### config.mk
export PLATFORM = sky130hd
export DESIGN_NAME = alu_forward_stage
export DESIGN_NICKNAME = d
export VERILOG_FILES = /design/src/rtl/alu_forward_stage_pkg.sv /design/src/rtl/alu_forward_stage_alu.sv /design/src/rtl/alu_forward_stage_forwarding_unit.sv /design/src/rtl/alu_forward_stage.sv
export SDC_FILE = /design/constraint.sdc
export NUM_CORES = 1
export LEC_CHECK = 0
export CORE_MARGIN = 10
export CORE_UTILIZATION = 50
export DETAILED_ROUTE_END_ITERATION = 16
export PLACE_DENSITY = 0.84
export SYNTH_ARGS = -nofsm -noshare
export SYNTH_HDL_FRONTEND = slang
export SYNTH_SLANG_ARGS = --single-unit
export TNS_END_PERCENT = 30
### constraint.sdc
create_clock -name clk -period 5.4 [get_ports clk]
set_input_delay 0.81 -clock clk [delete_from_list [all_inputs] [get_ports clk]]
set_output_delay 0.81 -clock clk [all_outputs]
set_load 0.05 [all_outputs]
### src/rtl/alu_forward_stage_pkg.sv
// Shared definitions for the execute stage: forwarding-select codes,
// ALU operation encodings, R-type funct codes and the forwarding
// priority helper used by the forwarding unit.
package alu_forward_stage_pkg;

  localparam int DATA_W = 32;
  localparam int REG_W  = 5;

  // Operand source selects produced by the forwarding unit.
  localparam logic [1:0] FWD_NONE  = 2'b00;
  localparam logic [1:0] FWD_MEMWB = 2'b01;
  localparam logic [1:0] FWD_EXMEM = 2'b10;

  // aluOp field of calculationControl.
  localparam logic [1:0] ALUOP_ADD   = 2'b00;
  localparam logic [1:0] ALUOP_SUB   = 2'b01;
  localparam logic [1:0] ALUOP_FUNCT = 2'b10;
  localparam logic [1:0] ALUOP_PASS  = 2'b11;

  // R-type funct codes.
  localparam logic [5:0] FUNCT_SLL  = 6'h00;
  localparam logic [5:0] FUNCT_SRL  = 6'h02;
  localparam logic [5:0] FUNCT_SRA  = 6'h03;
  localparam logic [5:0] FUNCT_ADD  = 6'h20;
  localparam logic [5:0] FUNCT_ADDU = 6'h21;
  localparam logic [5:0] FUNCT_SUB  = 6'h22;
  localparam logic [5:0] FUNCT_SUBU = 6'h23;
  localparam logic [5:0] FUNCT_AND  = 6'h24;
  localparam logic [5:0] FUNCT_OR   = 6'h25;
  localparam logic [5:0] FUNCT_XOR  = 6'h26;
  localparam logic [5:0] FUNCT_NOR  = 6'h27;
  localparam logic [5:0] FUNCT_SLT  = 6'h2A;
  localparam logic [5:0] FUNCT_SLTU = 6'h2B;

  // Pick the source for one operand. The younger EX/MEM result wins over
  // MEM/WB; register 0 is hard-wired zero and is never forwarded.
  function automatic logic [1:0] fwd_sel(
    input logic [REG_W-1:0] src,
    input logic [REG_W-1:0] ex_rd,
    input logic             ex_we,
    input logic [REG_W-1:0] wb_rd,
    input logic             wb_we
  );
    if (ex_we && (ex_rd != '0) && (ex_rd == src)) begin
      return FWD_EXMEM;
    end else if (wb_we && (wb_rd != '0) && (wb_rd == src)) begin
      return FWD_MEMWB;
    end else begin
      return FWD_NONE;
    end
  endfunction

endpackage

### src/rtl/alu_forward_stage_alu.sv
// Combinational 32-bit ALU for the execute stage.
// Ports:
//   operand1 - first operand (forwarded rs)
//   operand2 - second operand (forwarded rt or immediate); shift source
//   aluOp    - add / sub / funct-decode / pass operand2
//   funct    - R-type function code, used when aluOp selects funct decode
//   shamt    - shift amount for sll/srl/sra
//   result   - ALU result, modulo 2^32, unknown funct yields 0
module alu
  import alu_forward_stage_pkg::*;
(
  input  logic [31:0] operand1,
  input  logic [31:0] operand2,
  input  logic [1:0]  aluOp,
  input  logic [5:0]  funct,
  input  logic [4:0]  shamt,
  output logic [31:0] result
);

  logic [31:0] w_funct_result;

  always_comb begin
    w_funct_result = '0;
    case (funct)
      FUNCT_ADD,
      FUNCT_ADDU: w_funct_result = operand1 + operand2;
      FUNCT_SUB,
      FUNCT_SUBU: w_funct_result = operand1 - operand2;
      FUNCT_AND:  w_funct_result = operand1 & operand2;
      FUNCT_OR:   w_funct_result = operand1 | operand2;
      FUNCT_XOR:  w_funct_result = operand1 ^ operand2;
      FUNCT_NOR:  w_funct_result = ~(operand1 | operand2);
      FUNCT_SLT:  w_funct_result = {31'b0, $signed(operand1) < $signed(operand2)};
      FUNCT_SLTU: w_funct_result = {31'b0, operand1 < operand2};
      // Shifts act on operand2 (rt), with the amount taken from shamt.
      FUNCT_SLL:  w_funct_result = operand2 << shamt;
      FUNCT_SRL:  w_funct_result = operand2 >> shamt;
      FUNCT_SRA:  w_funct_result = $unsigned($signed(operand2) >>> shamt);
      default:    w_funct_result = '0;
    endcase
  end

  always_comb begin
    result = '0;
    case (aluOp)
      ALUOP_ADD:   result = operand1 + operand2;
      ALUOP_SUB:   result = operand1 - operand2;
      ALUOP_FUNCT: result = w_funct_result;
      ALUOP_PASS:  result = operand2;
      default:     result = '0;
    endcase
  end

endmodule

### src/rtl/alu_forward_stage_forwarding_unit.sv
// Combinational hazard-forwarding selector for the two ALU sources.
// Ports:
//   idExRs, idExRt   - source register indices of the instruction in EX
//   exMemRd          - destination of the instruction now in EX/MEM
//   exMemRegWrite    - that instruction writes a register
//   memWbRd          - destination of the instruction now in MEM/WB
//   memWbRegWrite    - that instruction writes a register
//   operand1Control  - select for the rs path (FWD_* codes)
//   operand2Control  - select for the rt path (FWD_* codes)
module forwarding_unit
  import alu_forward_stage_pkg::*;
(
  input  logic [4:0] idExRs,
  input  logic [4:0] idExRt,
  input  logic [4:0] exMemRd,
  input  logic       exMemRegWrite,
  input  logic [4:0] memWbRd,
  input  logic       memWbRegWrite,
  output logic [1:0] operand1Control,
  output logic [1:0] operand2Control
);

  always_comb begin
    operand1Control = fwd_sel(idExRs, exMemRd, exMemRegWrite, memWbRd, memWbRegWrite);
    operand2Control = fwd_sel(idExRt, exMemRd, exMemRegWrite, memWbRd, memWbRegWrite);
  end

endmodule

### src/rtl/alu_forward_stage.sv
// Execute stage: forwards operands from EX/MEM and MEM/WB, computes the ALU
// result and registers the EX/MEM pipeline outputs on the falling clock edge.
// There is no handshake: every falling edge captures a new instruction; a
// bubble is an instruction with RegWrite and MEM controls at 0.
// Ports:
//   clk, reset               - clock (falling-edge active), async active-high reset
//   writeBackControlIn[1:0]  - WB controls, bit 1 = RegWrite
//   memAccessControlIn[1:0]  - MEM controls, passed through
//   calculationControl[3:0]  - {regDst, aluOp[1:0], aluSrc}
//   readData1/readData2      - register file values for rs/rt
//   immediateOperand         - sign-extended immediate; [10:6] shamt, [5:0] funct
//   rs, rt, rdIn             - register indices
//   memWbRegWrite/Rd/Data    - MEM/WB write-back bypass
//   writeBackControlOut, memAccessControlOut, result, writeData, rdOut
//                            - registered EX/MEM outputs
module alu_forward_stage
  import alu_forward_stage_pkg::*;
(
  input  logic        clk,
  input  logic        reset,
  input  logic [1:0]  writeBackControlIn,
  input  logic [1:0]  memAccessControlIn,
  input  logic [3:0]  calculationControl,
  input  logic [31:0] readData1,
  input  logic [31:0] readData2,
  input  logic [31:0] immediateOperand,
  input  logic [4:0]  rs,
  input  logic [4:0]  rt,
  input  logic [4:0]  rdIn,
  input  logic        memWbRegWrite,
  input  logic [4:0]  memWbRd,
  input  logic [31:0] memWbData,
  output logic [1:0]  writeBackControlOut,
  output logic [1:0]  memAccessControlOut,
  output logic [31:0] result,
  output logic [31:0] writeData,
  output logic [4:0]  rdOut
);

  logic [1:0]  r_wb_ctrl;
  logic [1:0]  r_mem_ctrl;
  logic [31:0] r_result;
  logic [31:0] r_write_data;
  logic [4:0]  r_rd;

  logic        w_reg_dst;
  logic [1:0]  w_alu_op;
  logic        w_alu_src;
  logic [1:0]  w_op1_sel;
  logic [1:0]  w_op2_sel;
  logic [31:0] w_operand1;
  logic [31:0] w_rd2_fwd;
  logic [31:0] w_operand2;
  logic [31:0] w_alu_result;
  logic [4:0]  w_rd_next;

  assign w_reg_dst = calculationControl[3];
  assign w_alu_op  = calculationControl[2:1];
  assign w_alu_src = calculationControl[0];

  // The EX/MEM source for forwarding is this stage's own output register;
  // while reset holds it, r_wb_ctrl[1] is 0 so nothing is forwarded from it.
  forwarding_unit u_fwd (
    .idExRs          (rs),
    .idExRt          (rt),
    .exMemRd         (r_rd),
    .exMemRegWrite   (r_wb_ctrl[1]),
    .memWbRd         (memWbRd),
    .memWbRegWrite   (memWbRegWrite),
    .operand1Control (w_op1_sel),
    .operand2Control (w_op2_sel)
  );

  always_comb begin
    w_operand1 = readData1;
    case (w_op1_sel)
      FWD_EXMEM: w_operand1 = r_result;
      FWD_MEMWB: w_operand1 = memWbData;
      default:   w_operand1 = readData1;
    endcase
  end

  always_comb begin
    w_rd2_fwd = readData2;
    case (w_op2_sel)
      FWD_EXMEM: w_rd2_fwd = r_result;
      FWD_MEMWB: w_rd2_fwd = memWbData;
      default:   w_rd2_fwd = readData2;
    endcase
  end

  // Store data always takes the forwarded rt, even when the immediate
  // feeds the ALU.
  assign w_operand2 = w_alu_src ? immediateOperand : w_rd2_fwd;
  assign w_rd_next  = w_reg_dst ? rdIn : rt;

  alu u_alu (
    .operand1 (w_operand1),
    .operand2 (w_operand2),
    .aluOp    (w_alu_op),
    .funct    (immediateOperand[5:0]),
    .shamt    (immediateOperand[10:6]),
    .result   (w_alu_result)
  );

  always_ff @(negedge clk or posedge reset) begin
    if (reset) begin
      r_wb_ctrl    <= '0;
      r_mem_ctrl   <= '0;
      r_result     <= '0;
      r_write_data <= '0;
      r_rd         <= '0;
    end else begin
      r_wb_ctrl    <= writeBackControlIn;
      r_mem_ctrl   <= memAccessControlIn;
      r_result     <= w_alu_result;
      r_write_data <= w_rd2_fwd;
      r_rd         <= w_rd_next;
    end
  end

  assign writeBackControlOut = r_wb_ctrl;
  assign memAccessControlOut = r_mem_ctrl;
  assign result              = r_result;
  assign writeData           = r_write_data;
  assign rdOut               = r_rd;

endmodule

==> results of run 1 <==
metal layers:
metal,GRT usage,overflow
met1,0.823,74
met5,0.525,19
met3,0.754,78
met4,0.934,508
met2,1.03,1156
through the flow:
stage	cells	utilization	cell area, sq um
floorplan	2162	-	15400
global placement	3310	0.771	22900
detailed placement	3310	0.771	22900
CTS	3390	0.836	24800
repair_timing:
action                     in CTS
gates resized for setup       305
hold buffers                    0
setup endpoints to repair      42
setup buffers                  62
cloned                          5
pin swaps                     119
cell families after synthesis:
kind of cell,count (synthesis),synth area share
compound gates,761,0.330
simple gates,657,0.193
buf+inv,300,0.0761
mux,193,0.151
fa+ha+maj,98,0.0821
xor+xnor,80,0.0463
flops,73,0.121
==> flow_metrics.env, run 1 <==
export IMPL_status="stopped before the end"
export IMPL_stop_stage="global routing"
export IMPL_tool_error="[ERROR GRT-0116] Global routing finished with congestion. Check the congestion regions in the DRC Viewer."
export IMPL_post_dp_hpwl_um=78400
export IMPL_portBuffers=231
export IMPL_synth_seq_area_share=0.121
export IMPL_synth_edf_count=0
export IMPL_grt_overflow=1835
export IMPL_fp_dieW_um=194
export IMPL_synth_main_ff_cell="dfrtn_1"
export IMPL_synth_top_cells_by_area="dfrtn_1, mux2i_1, ha_1"
export IMPL_root_buffer="clkbuf_16"
export IMPL_synthDistinctLibCells=80
export IMPL_chipHeight_um=194
export IMPL_grt_pass1_wl_um=249000
export IMPL_cts_htree_levels=3
export IMPL_async_flop_share=1.00
export IMPL_yosysMostFrequentCell="nor2_1"
export IMPL_cts_buffers=9
export IMPL_grt_pass1_vias=32260
export IMPL_num_rows=63
export IMPL_avgSynthCellArea_sq_um=6.99
export IMPL_dp_slack_ns=-3.48
export IMPL_synth_top_area_cell="dfrtn_1"
export IMPL_gp_congestion=1.36
export IMPL_io_pins=232
export IMPL_netlist_area_leader_share=0.121
export IMPL_syn_cell_area_sq_um=15100
export IMPL_synth_warnings=0
export IMPL_ys_top_cells_by_count="nor2_1, nand2_1, o21ai_0"
export IMPL_start_util=0.509
export IMPL_grt_max_degree=71
export IMPL_synthesis_instances=2162
export IMPL_clockBufferDepth=2
export IMPL_grt_total_usage=0.872
export IMPL_yosys_register_bits=73
export IMPL_clock_sinks=73
export IMPL_syn_num_nets=2419
==> run 2: changes to the inputs <==
CORE_UTILIZATION = 35   (was 50)
PLACE_DENSITY = unset   (was 0.84)
PLACE_DENSITY_LB_ADDON = 0.15   (was unset)
clock period = 7 ns   (was 5.4 ns; I/O delays follow)
==> run 2 against run 1 <==
Against the previous run:
- the flow now finishes, with violations (negative setup slack)
- synthesized cell count unchanged
- area after synthesis unchanged
==> flow_metrics.env, run 2 <==
export IMPL_worst_slew_pin_slew_ns=1.12
export IMPL_critical_path_required_ns=3.73
export IMPL_area_delta_synth_final_pct=77.0
export IMPL_num_rows=76
export IMPL_final_cell_mix="buf_4, nor2_1, clkdlybuf4s50_1"
export IMPL_synth_top_cells_by_area="dfrtn_1, mux2i_1, ha_1"
export IMPL_hold_path_class="reg -> reg"
export IMPL_drtIter0Drc=3400
export IMPL_vias=23549
export IMPL_layout_commonest_cell="buf_4"
export IMPL_clock_sinks=73
export IMPL_tritoncts="yes"
export IMPL_io_pins=232
export IMPL_clockBufferDepth=2
export IMPL_chipHeight_um=228
export IMPL_path_max_fanout=6
export IMPL_avgRoutedWirePerCell_um=30.3
export IMPL_ys_top_cells_by_count="nor2_1, nand2_1, o21ai_0"
export IMPL_gp_congestion=1.19
export IMPL_grt_pass1_vias=22460
export IMPL_crit_path_start_kind="input port"
export IMPL_synth_warnings=0
export IMPL_fp_dieW_um=228
export IMPL_violations="negative setup slack"
export IMPL_synth_edf_count=0
export IMPL_antenna_left=0
export IMPL_yosysMostFrequentCell="nor2_1"
export IMPL_portBuffers=231
export IMPL_clk_pin_slew_worst_paths_ns=0.05
export IMPL_finalSetupViolCount=32
export IMPL_root_buffer="clkbuf_16"
export IMPL_clock_latency_ns=0.39
export IMPL_worstPathArrival_ns=5.60
export IMPL_min_from="result[17]"
export IMPL_drive_gt1_frac=0.401
export IMPL_drc=0
export IMPL_grt_pass1_wl_um=158000
export IMPL_viasPerCell=6.31
export IMPL_rsz0062_at_grt="yes"
export IMPL_cts_htree_levels=3
export IMPL_peakVddDrop_mv=0.0993
export IMPL_final_nets=3392
export IMPL_synthesis_instances=2162
export IMPL_dp_slack_ns=-3.00
export IMPL_slew_violations=0
export IMPL_syn_cell_area_sq_um=15100
export IMPL_antenna_found_initial=5
export IMPL_postLayoutCellArea_sq_um=26800
export IMPL_place_area_sq_um=24000
export IMPL_maxCapViolCount=0
export IMPL_dr_pass1_iters=7
export IMPL_cts_hold_buf=0
export IMPL_post_dp_hpwl_um=90300
export IMPL_synthDistinctLibCells=80
export IMPL_grt_total_usage=0.408
export IMPL_netlist_area_leader_share=0.121
export IMPL_relSlewSlack=0.245
export IMPL_reg2reg_slack_ns=1.52
export IMPL_status="finished with violations"
export IMPL_cellLeakagePower_nw=11.7
export IMPL_hold_violations=0
export IMPL_end_kind="flip-flop"
export IMPL_worstSetupPathType="in -> reg"
export IMPL_synth_main_ff_cell="dfrtn_1"
export IMPL_async_flop_share=1.00
export IMPL_power_density_nw_per_um2=156
export IMPL_die_area_sq_um=51900
export IMPL_syn_num_nets=2419
export IMPL_synth_top_area_cell="dfrtn_1"
export IMPL_cts_buffers=9
export IMPL_fillerInstances=3830
export IMPL_yosys_register_bits=73
export IMPL_fin_ws_ns=-1.87
export IMPL_grt_max_degree=79
export IMPL_crit_path_start="rt[1]"
export IMPL_start_util=0.353
export IMPL_synth_seq_area_share=0.121
export IMPL_grt_overflow=0
export IMPL_core_sq_um=42900
export IMPL_wirelength_um=113000
export IMPL_skew_ns=0.0189
export IMPL_avgSynthCellArea_sq_um=6.99
export IMPL_reg2reg_from="rdOut[3]"
[run 2: cell counts after synthesis]
No cell type changed its count.
[run 2: metal layers]
metal	vias to the layer above	global-route usage	part of all wire
li1	10012	-	-
met1	11146	0.486	0.36
met2	1868	0.621	0.42
met3	519	0.108	0.12
met4	4	0.309	0.091
met5	-	0	0.00024
[run 2: path summary, 6_finish.rpt]
path	end	depth (start not counted)
setup / recovery	result[30]	24
setup reg to reg	result[26]	22
min in group asynchronous	writeData[1]	2
max in group asynchronous	result[16]	3
hold / removal	writeData[17]	3
hold reg to reg	writeData[17]	3
[run 2: logic make-up after synthesis]
group                      after synthesis  synth area share
AOI/OAI and AO/OA                      761             0.330
and+or+nand+nor                        657             0.193
buffers and inverters                  300            0.0761
muxes                                  193             0.151
adders and majority gates               98            0.0821
xor gates and xnor gates                80            0.0463
DFF                                     73             0.121
[run 2: critical path: stages]
cell and delay [ns]:
buf_8 0.11, xor2_2 0.17, or2_1 0.25, buf_12 0.16, buf_8 0.13, o31ai_4 0.31, a31oi_4 0.14, mux2i_4 0.21
inv_2 0.09, ha_4 0.17, fa_2 0.34, or2_4 0.28, a21oi_4 0.16, o31a_1 0.23, o21ai_4 0.11, a211oi_2 0.22
buf_4 0.16, o21bai_4 0.09, a21oi_4 0.20, a31oi_4 0.11, or3_1 0.32, a32o_2 0.30, a211oi_2 0.15, o22ai_1 0.11
[run 2: power by group]
part	switching [mW]	internal, mW
registers	0.125	0.480
logic	1.69	1.35
clock network	0.271	0.252
total	2.09	2.08
[run 2: layout make-up]
| class | count | area (sq um) | share of cell area |
|---|---|---|---|
| multi-input combinational | 1790 | 13900 | 0.520 |
| timing repair buffer | 1149 | 9540 | 0.357 |
| sequential | 73 | 1830 | 0.0683 |
| tap | 585 | 732 | 0.0274 |
| inverter | 112 | 428 | 0.0160 |
| clock buffer | 9 | 225 | 0.00842 |
| clock inverter | 7 | 67.6 | 0.00252 |
| antenna | 6 | 15.0 | 0.000561 |
[run 2: through the flow]
step                 util  TNS (ns)  hold WS [ns]  std cells  power, mW
finish              0.624    -51.29         0.906       3731       4.17
global route        0.624    -54.95         0.909       3725       4.27
CTS                 0.606    -49.13         0.891       3706       3.92
detailed placement  0.560    -83.76         0.899       3612       3.21
global placement    0.560    -82.39         0.911       3612       3.19
floorplan               -    -45.85         0.720       2162       1.77
[run 2: what timing repair did]
action                     CTS  global route
cloned                       4             1
pin swaps                  109            94
setup endpoints to repair   32            32
resized for setup          270           124
setup buffers               79            20
No activity file was read; power rests on OpenSTA's default activity.
